$ cat config.mk
export PLATFORM = sky130hd
export DESIGN_NAME = gmii_frame_tx
export DESIGN_NICKNAME = d
export VERILOG_FILES = /design/src/rtl/gmii_frame_tx.sv
export SDC_FILE = /design/constraint.sdc
export NUM_CORES = 1
export LEC_CHECK = 0
export BUFFER_PORTS_ARGS = -buffer_cell sky130_fd_sc_hd__buf_2
export CORE_ASPECT_RATIO = 1.75
export CORE_UTILIZATION = 39
export DETAILED_ROUTE_END_ITERATION = 8
export HOLD_SLACK_MARGIN = 0.1
export PLACE_DENSITY_LB_ADDON = 0.2
export SYNTH_ARGS = -nofsm -noshare
export SYNTH_HDL_FRONTEND = slang
export SYNTH_SLANG_ARGS = --single-unit
$ cat constraint.sdc
create_clock -name gmii_tx_clk -period 4.3 [get_ports gmii_tx_clk]
set_clock_uncertainty 0.15 [all_clocks]
set_input_delay 0.43 -clock gmii_tx_clk [delete_from_list [all_inputs] [get_ports gmii_tx_clk]]
set_output_delay 0.43 -clock gmii_tx_clk [all_outputs]
set_load 0.05 [all_outputs]
$ cat src/rtl/gmii_frame_tx.sv
// GMII transmit framer: wraps a valid/ready/last payload stream in preamble,
// SFD, optional zero padding and a CRC-32 FCS, then holds the inter-frame gap.
// Every GMII-side output is registered; s_ready is decoded from state.
//
// state   | meaning (what is on gmii_txd this cycle)
// --------+--------------------------------------------------------------
// S_IDLE  | line idle, waiting for s_valid
// S_PRE   | preamble byte 0x55 (7 cycles)
// S_SFD   | start-of-frame delimiter 0xD5, first payload byte may be taken
// S_DATA  | payload byte accepted in the previous cycle
// S_PAD   | zero pad byte up to MIN_LEN
// S_FCS   | one of the four FCS bytes, LSB first
// S_ERR   | error byte (tx_er high) after a payload underrun
// S_FLUSH | line idle, discarding the rest of the aborted frame
// S_IFG   | inter-frame gap, IFG_BYTES cycles
module gmii_frame_tx #(
  parameter int IFG_BYTES = 12,
  parameter bit PAD_EN    = 1'b1,
  parameter int MIN_LEN   = 60
) (
  input  logic       gmii_tx_clk,
  input  logic       rst,
  input  logic [7:0] s_data,
  input  logic       s_valid,
  input  logic       s_last,
  output logic       s_ready,
  output logic       gmii_tx_en,
  output logic       gmii_tx_er,
  output logic [7:0] gmii_txd,
  output logic       tx_done,
  output logic       tx_abort
);

  typedef enum logic [3:0] {
    S_IDLE,
    S_PRE,
    S_SFD,
    S_DATA,
    S_PAD,
    S_FCS,
    S_ERR,
    S_FLUSH,
    S_IFG
  } state_t;

  localparam logic [5:0]  PRE_LOAD  = 6'd6;
  localparam logic [5:0]  FCS_LOAD  = 6'd3;
  localparam logic [5:0]  IFG_LOAD  = 6'(IFG_BYTES - 1);
  localparam logic [10:0] CNT_MAX   = 11'd2047;
  localparam logic [10:0] MIN_LEN_C = 11'(MIN_LEN);

  state_t      state;
  logic [5:0]  tmr;
  logic [10:0] byte_cnt;
  logic [10:0] byte_cnt_inc;
  logic [31:0] crc;
  logic        last_seen;

  // Reflected CRC-32 (poly 0x04C11DB7, reversed form 0xEDB88320), one byte per call.
  function automatic logic [31:0] crc_next(input logic [31:0] c_in, input logic [7:0] d);
    logic [31:0] c;
    c = c_in ^ {24'h0, d};
    for (int i = 0; i < 8; i++) begin
      c = c[0] ? ((c >> 1) ^ 32'hEDB8_8320) : (c >> 1);
    end
    return c;
  endfunction

  // Payload is only taken while the SFD or an unfinished DATA phase is on the line,
  // or while an aborted frame is being flushed.
  always_comb begin
    s_ready = (state == S_SFD) || ((state == S_DATA) && !last_seen) || (state == S_FLUSH);
  end

  // Byte counter saturates so very long frames cannot wrap into the pad decision.
  always_comb begin
    byte_cnt_inc = (byte_cnt == CNT_MAX) ? byte_cnt : byte_cnt + 11'd1;
  end

  // Framer FSM: next state and the registered line outputs that belong to it.
  always_ff @(posedge gmii_tx_clk) begin
    if (rst) begin
      state      <= S_IDLE;
      gmii_tx_en <= 1'b0;
      gmii_tx_er <= 1'b0;
      gmii_txd   <= 8'h00;
      tx_done    <= 1'b0;
      tx_abort   <= 1'b0;
      tmr        <= 6'd0;
      byte_cnt   <= 11'd0;
      crc        <= 32'hFFFF_FFFF;
      last_seen  <= 1'b0;
    end else begin
      tx_done    <= 1'b0;
      tx_abort   <= 1'b0;
      gmii_tx_er <= 1'b0;
      case (state)
        S_IDLE: begin
          if (s_valid) begin
            state      <= S_PRE;
            gmii_tx_en <= 1'b1;
            gmii_txd   <= 8'h55;
            tmr        <= PRE_LOAD;
            crc        <= 32'hFFFF_FFFF;
            byte_cnt   <= 11'd0;
            last_seen  <= 1'b0;
          end
        end

        S_PRE: begin
          if (tmr == 6'd0) begin
            state    <= S_SFD;
            gmii_txd <= 8'hD5;
          end else begin
            tmr <= tmr - 6'd1;
          end
        end

        S_SFD, S_DATA: begin
          if ((state == S_DATA) && last_seen) begin
            if (PAD_EN && (byte_cnt < MIN_LEN_C)) begin
              state    <= S_PAD;
              gmii_txd <= 8'h00;
              crc      <= crc_next(crc, 8'h00);
              byte_cnt <= byte_cnt_inc;
            end else begin
              state    <= S_FCS;
              gmii_txd <= ~crc[7:0];
              tmr      <= FCS_LOAD;
            end
          end else if (s_valid) begin
            state     <= S_DATA;
            gmii_txd  <= s_data;
            crc       <= crc_next(crc, s_data);
            byte_cnt  <= byte_cnt_inc;
            last_seen <= s_last;
          end else begin
            // Source starved us mid-frame: poison the frame on the wire.
            state      <= S_ERR;
            gmii_txd   <= 8'h00;
            gmii_tx_er <= 1'b1;
            tx_abort   <= 1'b1;
          end
        end

        S_PAD: begin
          if (byte_cnt >= MIN_LEN_C) begin
            state    <= S_FCS;
            gmii_txd <= ~crc[7:0];
            tmr      <= FCS_LOAD;
          end else begin
            gmii_txd <= 8'h00;
            crc      <= crc_next(crc, 8'h00);
            byte_cnt <= byte_cnt_inc;
          end
        end

        S_FCS: begin
          // crc shifts right one byte per FCS cycle so the next byte is always at [15:8].
          if (tmr == 6'd0) begin
            state      <= S_IFG;
            gmii_tx_en <= 1'b0;
            gmii_txd   <= 8'h00;
            tx_done    <= 1'b1;
            tmr        <= IFG_LOAD;
          end else begin
            gmii_txd <= ~crc[15:8];
            crc      <= crc >> 8;
            tmr      <= tmr - 6'd1;
          end
        end

        S_ERR: begin
          gmii_tx_en <= 1'b0;
          gmii_txd   <= 8'h00;
          if (last_seen) begin
            state <= S_IFG;
            tmr   <= IFG_LOAD;
          end else begin
            state <= S_FLUSH;
          end
        end

        S_FLUSH: begin
          if (s_valid && s_last) begin
            state <= S_IFG;
            tmr   <= IFG_LOAD;
          end
        end

        S_IFG: begin
          if (tmr == 6'd0) begin
            if (s_valid) begin
              state      <= S_PRE;
              gmii_tx_en <= 1'b1;
              gmii_txd   <= 8'h55;
              tmr        <= PRE_LOAD;
              crc        <= 32'hFFFF_FFFF;
              byte_cnt   <= 11'd0;
              last_seen  <= 1'b0;
            end else begin
              state <= S_IDLE;
            end
          end else begin
            tmr <= tmr - 6'd1;
          end
        end

        default: begin
          state      <= S_IDLE;
          gmii_tx_en <= 1'b0;
          gmii_txd   <= 8'h00;
        end
      endcase
    end
  end

endmodule

### Word level (Yosys, flattened, before mapping)

Cells that the tools add are included.

* logic and storage cells: 158
* bits in registers: 65

* add/sub/neg operators: 2
* $lt $le $gt $ge: 2
* equality and inequality tests: 25
* multiplexer cells: 74
* bitwise operators: 23
* reduce and logical (&&, ||, !) cells: 23

Operators with widths (number)
* two-way mux 32 bit: 23
* NOT 13 -> 14 bit: 16
* case mux 32 bit (5 select lines): 1
* two-way mux 11 bit: 7
* two-way mux 8 bit: 8
* case mux 8 bit (7 select lines): 1
* two-way mux 6 bit: 9
* case mux 6 bit (8 select lines): 1
* case mux 11 bit (4 select lines): 1
* two-way mux 4 bit: 8
* case mux 4 bit (8 select lines): 1
* bitwise XOR 32 x 8 -> 32 bit: 1
* inequality test 2 bit, second input constant: 13
* equality test 4 x 3 -> 1 bit, second input constant: 4
* NOT 8 bit: 2
* AND reduction 6 bit: 2
* adder 11 x 1 -> 11 bit, second input constant: 1
* equality test 11 bit, second input constant: 1
* >= comparator 11 x 6 -> 1 bit, second input constant: 1
* < comparator 11 x 6 -> 1 bit, second input constant: 1
* two-way mux 1 bit: 11
* equality test 4 x 2 -> 1 bit, second input constant: 2
* nonzero test 8 bit: 1
* AND reduction 7 bit: 1
* other kinds (23): 32

### Logic depth before layout (Yosys ltp)

* word-level depth: 20
* mapped depth: 11

### Worst setup path after synthesis

Ideal clock, no wire load.

* path kind: flip-flop to output port
* from: register state[2]
* to: output s_ready
* data required time: 3.720 ns
* buffers on the path: 4
* arrival: 3.006 ns
* cell stages (with the launch flop): 7
* slack: 0.714 ns
* path through: dfxtp_1 -> clkbuf_1 -> clkbuf_1 -> clkbuf_1 -> clkbuf_1 -> nor2_1 -> nor4b_1

* longest elaborated chain between the ends: 4
* elaborated cells on any way between the ends: 6

RTL lines
* start, declared: RTL line 52 `state_t state;`
* start signal, assigned: RTL line 83 `state <= S_IDLE;`
* start signal, assigned: RTL line 100 `state <= S_PRE;`
* start signal, assigned: RTL line 112 `state <= S_SFD;`
* equality test 4 x 2 -> 1 bit: RTL line 72 `s_ready = (state == S_SFD) || ((state == S_DATA) && !last_seen) || (state == S_FLUSH);`
* logical AND 1 bit: RTL line 72
* logical OR 1 bit: RTL line 72
* logical OR 1 bit *: RTL line 72
* end, declared: RTL line 26 `output logic s_ready,`

Mark *: on every way between the ends. The rest lies on a longest branch, timed or not.

### Worst setup path in the final report

* from: register state[1]
* to: register byte_cnt[4]

* longest elaborated chain between the ends: 4
* elaborated cells on any way between the ends: 15

RTL lines
* equality test 4 x 2 -> 1 bit (on tied branches): RTL line 97, 120
* OR reduction 2 bit or logical AND 1 bit (tied branches): RTL line 97, 120
* inequality test 3 bit (no line), or another cell as far along
* AND reduction 5 bit (no line) or case mux 11 bit (4 select lines) (tied branches)
* end signal, assigned: RTL line 125 `byte_cnt <= byte_cnt_inc;`
* end signal, assigned: RTL line 135 `byte_cnt <= byte_cnt_inc;`
* end signal, assigned: RTL line 154 `byte_cnt <= byte_cnt_inc;`
* end, declared: RTL line 54 `logic [10:0] byte_cnt;`

Several ways; a longest one is shown, not always the timed one.
A chain may end at the register's enable or synchronous reset.

==> summary.log <==
[detailed_routing] post-detailed-route via-to-cell ratio 6.203
[detailed_routing] first drt pass iteration count 5
[timing] Max Transition Viols Final 0
[synth] async set-or-reset flop fraction in the synthesized netlist 0%
[worst_setup_path] start-to-end type of the worst setup path reg2reg
[cts] insertion delay of the later-clocked pin in the worst-skew pair 0.35 ns
[cts] Worst-path clk slew 0.06 ns
[die] standard-cell row count 57
[detailed_routing] count of vias placed by the detailed router 5434
[worst_setup_path] critical path's top delay family compound AO/OA/AOI/OAI gates
[cts] PostCTS Resize Cnt 0
[timing] setup repair after global routing missed its margin no
[timing] post-route minimum period 3.409 ns
[synth] Mean Syn Cell Area 7.835 sq um
[placed_design] quantity of I/O buffers inserted on ports 24
[min_path] hold path startpoint s_last
[detailed_routing] post-detailed-route DRC marker count 0
[power] peak supply drop 0.2348 mV
[worst_setup_path] number of cell instances on the worst register-to-register path 7
[min_path] type of the most critical hold path in2reg
[detailed_routing] drt first-iter violations 378
[detailed_routing] Antenna Nets Post-Route 0
[cts] TritonCTS clock tree built
[synth] simple-gate share of the synthesized area 19.15%
[synth] largest family of logic cells by synthesized area compound AO/OA/AOI/OAI gates
[synth] post-synthesis share of cell area spent on xor and xnor gates 21.76%
[die] die height 159.2 microns
[grt] first-pass GRT wire length 30680 microns
[power] overall power after layout 4.729 mW
[grt] antenna violations before repair 0
[min_path] Worst Hold Depth 3
[die] die area 0.01462 sq mm
[grt] pin count of the biggest net entering global routing 40
[synth] Main synth FF type dfxtp_1
[layout] ANT cells 0
[cts] CTS HTree Levels 3
[worst_setup_path] Worst EP required 4.35 ns
[timing] number of endpoints failing setup at the final stage 0
[grt] via count of the first global-routing pass 5568
[synth] Yosys cell types 82
[layout] layout cell share with drive strength beyond 1 12.02%
[detailed_routing] sum of routed wire length over all layers 19380 microns
[power] Cell Pwr Density 786.9 mW/mm^2
[die] Die Width 91.84 microns
[worst_setup_path] crit path launch type flop
[layout] number of nets at the end of the flow 709
[die] I/O pin cnt 25
[grt] overall track demand over capacity in global routing 27.33%
[timing] headroom to the max-slew limit 34.99%
[synth] share of the yosys chip area belonging to registers 23.63%
[synth] Yosys Warn Count 0
[cts] CTS Buf Count 9
[synth] cell count after synthesis 703
[placed_design] Detailed Place HPWL 14010 microns
[die] Initial Utilization 39.81%
[cts] CTS sink count 65
[timing] maximum frequency from static timing analysis 0.2933 GHz
[synth] Seq cells post-synth 65
[worst_setup_path] capture point of the worst reg-to-reg path byte_cnt[4]$_SDFFE_PP0P_
[worst_setup_path] crit path max fanout 28
[worst_setup_path] reg-to-reg critical path startpoint state[1]$_SDFFE_PP0P_
[layout] filler cell count in the final layout 1465
[synth] portion of netlist area occupied by mux cells 0.5452%
[timing] Final Hold Violating Endpoints 0
[grt] remaining global-route overflow 0
[timing] part of the cycle the worst path needs 79.28%
[min_path] Hold Crit Endpoint last_seen$_SDFFE_PP0P_
[layout] P&R area growth vs syn 9.109%
[die] Floorplan Core Area 0.01384 sq mm
[worst_setup_path] data arrival time of the critical path 3.46 ns
[placed_design] GP Congestion 0.9350
[flow_run] max-cap violation count 0
[timing] Worst Tran Pin Value 0.9752 ns
[worst_setup_path] delay of the slowest critical-path stage 0.90 ns
[worst_setup_path] Worst R2R Setup Slack 0.89 ns
[detailed_routing] WL/cell 22.12 microns
[worst_setup_path] worst path buffer plus inverter count 0
[layout] non-filler instance count after layout 876
[timing] final total negative setup slack 0 ns
[synth] nets in the synthesized netlist 718
[worst_setup_path] endpoint type of the worst setup path flop
[placed_design] count of placed standard cells including taps 860
[power] Leak 2.241 nW
[cts] Max Buffers Root-to-Sink 2
[cts] root cell of the clock tree clkbuf_16
[synth] EDFF count, synth 0
[worst_setup_path] CP max-delay cell dfxtp_1
[synth] Compound-Gate Fraction of Synth Area 28.78%
[synth] post-synthesis instance area 0.005508 sq mm
[cts] number of hold-repair buffers added at the cts stage 0
[status] outcome complete, no violations
[synth] adder-cell share of the synthesized area 0.6815%
[worst_setup_path] CP Cell Sequence nand2b_1, a21oi_2, o21ai_0, a21oi_1, nand4_1, xor2_1, nor2_1
[cts] number of buffers inserted to repair setup after CTS 0
[layout make-up]
type	instances	area (sq um)	area share [%]
multi-input combinational	570	3906	65.00
clock inverter	5	78.83	1.312
inverter	11	41.29	0.6871
sequential	65	1301	21.65
clock buffer	11	242.7	4.039
tap	177	221.5	3.685
timing repair buffer	37	217.7	3.623
[cells by family after synthesis]
| kind of cell | Yosys count |
|---|---|
| AOI/OAI and AO/OA | 231 |
| and+or+nand+nor | 211 |
| xor gates and xnor gates | 122 |
| buffers and inverters | 68 |
| DFF | 65 |
| muxes | 3 |
| adders and majority gates | 3 |
[power breakdown]
part	total, mW	switching [mW]	internal (mW)
clock network	0.821	0.298	0.523
logic	2.90	1.79	1.11
registers	1.01	0.266	0.746
[per-layer routing]
layer,up-vias,wire length (microns),track usage (%)
li1,2508,-,-
met5,-,0,0
met1,2585,6955,28.69
met2,238,9635,46.48
met3,103,1102,4.680
met4,0,1681,23.58
[through the flow]
step / hold slack, ns / utilization [%] / cell area (sq um) / setup WS [ns]
final: 0.2347 / 43.43 / 6010 / 0.8908
after global routing: 0.2633 / 43.43 / 6010 / 0.5942
after CTS: 0.2411 / 43.43 / 6010 / 0.9219
after detailed placement: 0.3299 / 41.11 / 5688 / 0.9420
after global placement: 0.3256 / 41.11 / 5688 / 0.9762
after floorplan: 0.2981 / - / 5508 / 0.7136
[cells in the final DEF, fill, tap and decap left out, drive strengths merged, types with 6 or more instances in the layout]
cell	count
buf	37
xnor2	74
a21oi	58
and3	8
dfxtp	65
o21ai	48
or2	7
a211o	6
clkbuf	11
nor2	75
o211ai	7
inv	11
a211oi	9
nand3	12
nand2b	15
nand2	43
o22ai	13
a21o	6
nor3	18
a31oi	8
a221oi	8
or3	8
xor2	46
o21bai	14
[worst max path at each step]
stage,start,to,depth (start not counted)
floorplan,state[2]$_SDFFE_PP0P_,s_ready,6
global placement,state[3]$_SDFFE_PP0P_,crc[31]$_SDFFE_PP1P_,6
detailed placement,state[1]$_SDFFE_PP0P_,byte_cnt[4]$_SDFFE_PP0P_,7
CTS,state[1]$_SDFFE_PP0P_,byte_cnt[4]$_SDFFE_PP0P_,7
global route,state[1]$_SDFFE_PP0P_,byte_cnt[3]$_SDFFE_PP0P_,7
finish,state[1]$_SDFFE_PP0P_,byte_cnt[4]$_SDFFE_PP0P_,7
[registers in the layout, indices dropped and copies added (netlist names)]
register / count
crc: 32
byte_cnt: 11
gmii_txd: 8
tmr: 6
state: 4
gmii_tx_en: 1
last_seen: 1
tx_abort: 1
tx_done: 1
[worst register-to-register path, stage by stage (launching register included)]
cell and delay [ns]:
dfxtp_1 0.90, nand2b_1 0.27, a21oi_2 0.51, o21ai_0 0.17, a21oi_1 0.80, nand4_1 0.22
xor2_1 0.19, nor2_1 0.05
[cell usage after synthesis, types with 5 or more instances]
library cell   n  area share [%]
nand3_1       12             1.1
nand2b_1      15             1.7
a221oi_1       6            0.95
clkbuf_1      35             2.4
o211ai_1       6            0.82
o21ai_0       47             4.3
nor2_1        74             5.0
a211oi_1       7            0.95
nor3_1        17             1.5
or2_2          6            0.68
a211o_1        6            0.95
a22oi_1        5            0.68
or3_1          7            0.80
inv_1         11            0.75
a21oi_1       57             5.2
xor2_1        42             6.7
buf_2         12             1.1
nand4_1        5            0.57
dfxtp_1       65              24
a2bb2oi_1      5            0.80
a31oi_1        8            0.91
a21o_1         6            0.82
o21bai_1      14             1.9
o22ai_1       13             1.5
and3_1         8            0.91
o221ai_1       5            0.80
xnor2_1       69              11
nand2_1       42             2.9
Power figures use the tool's default switching activity.
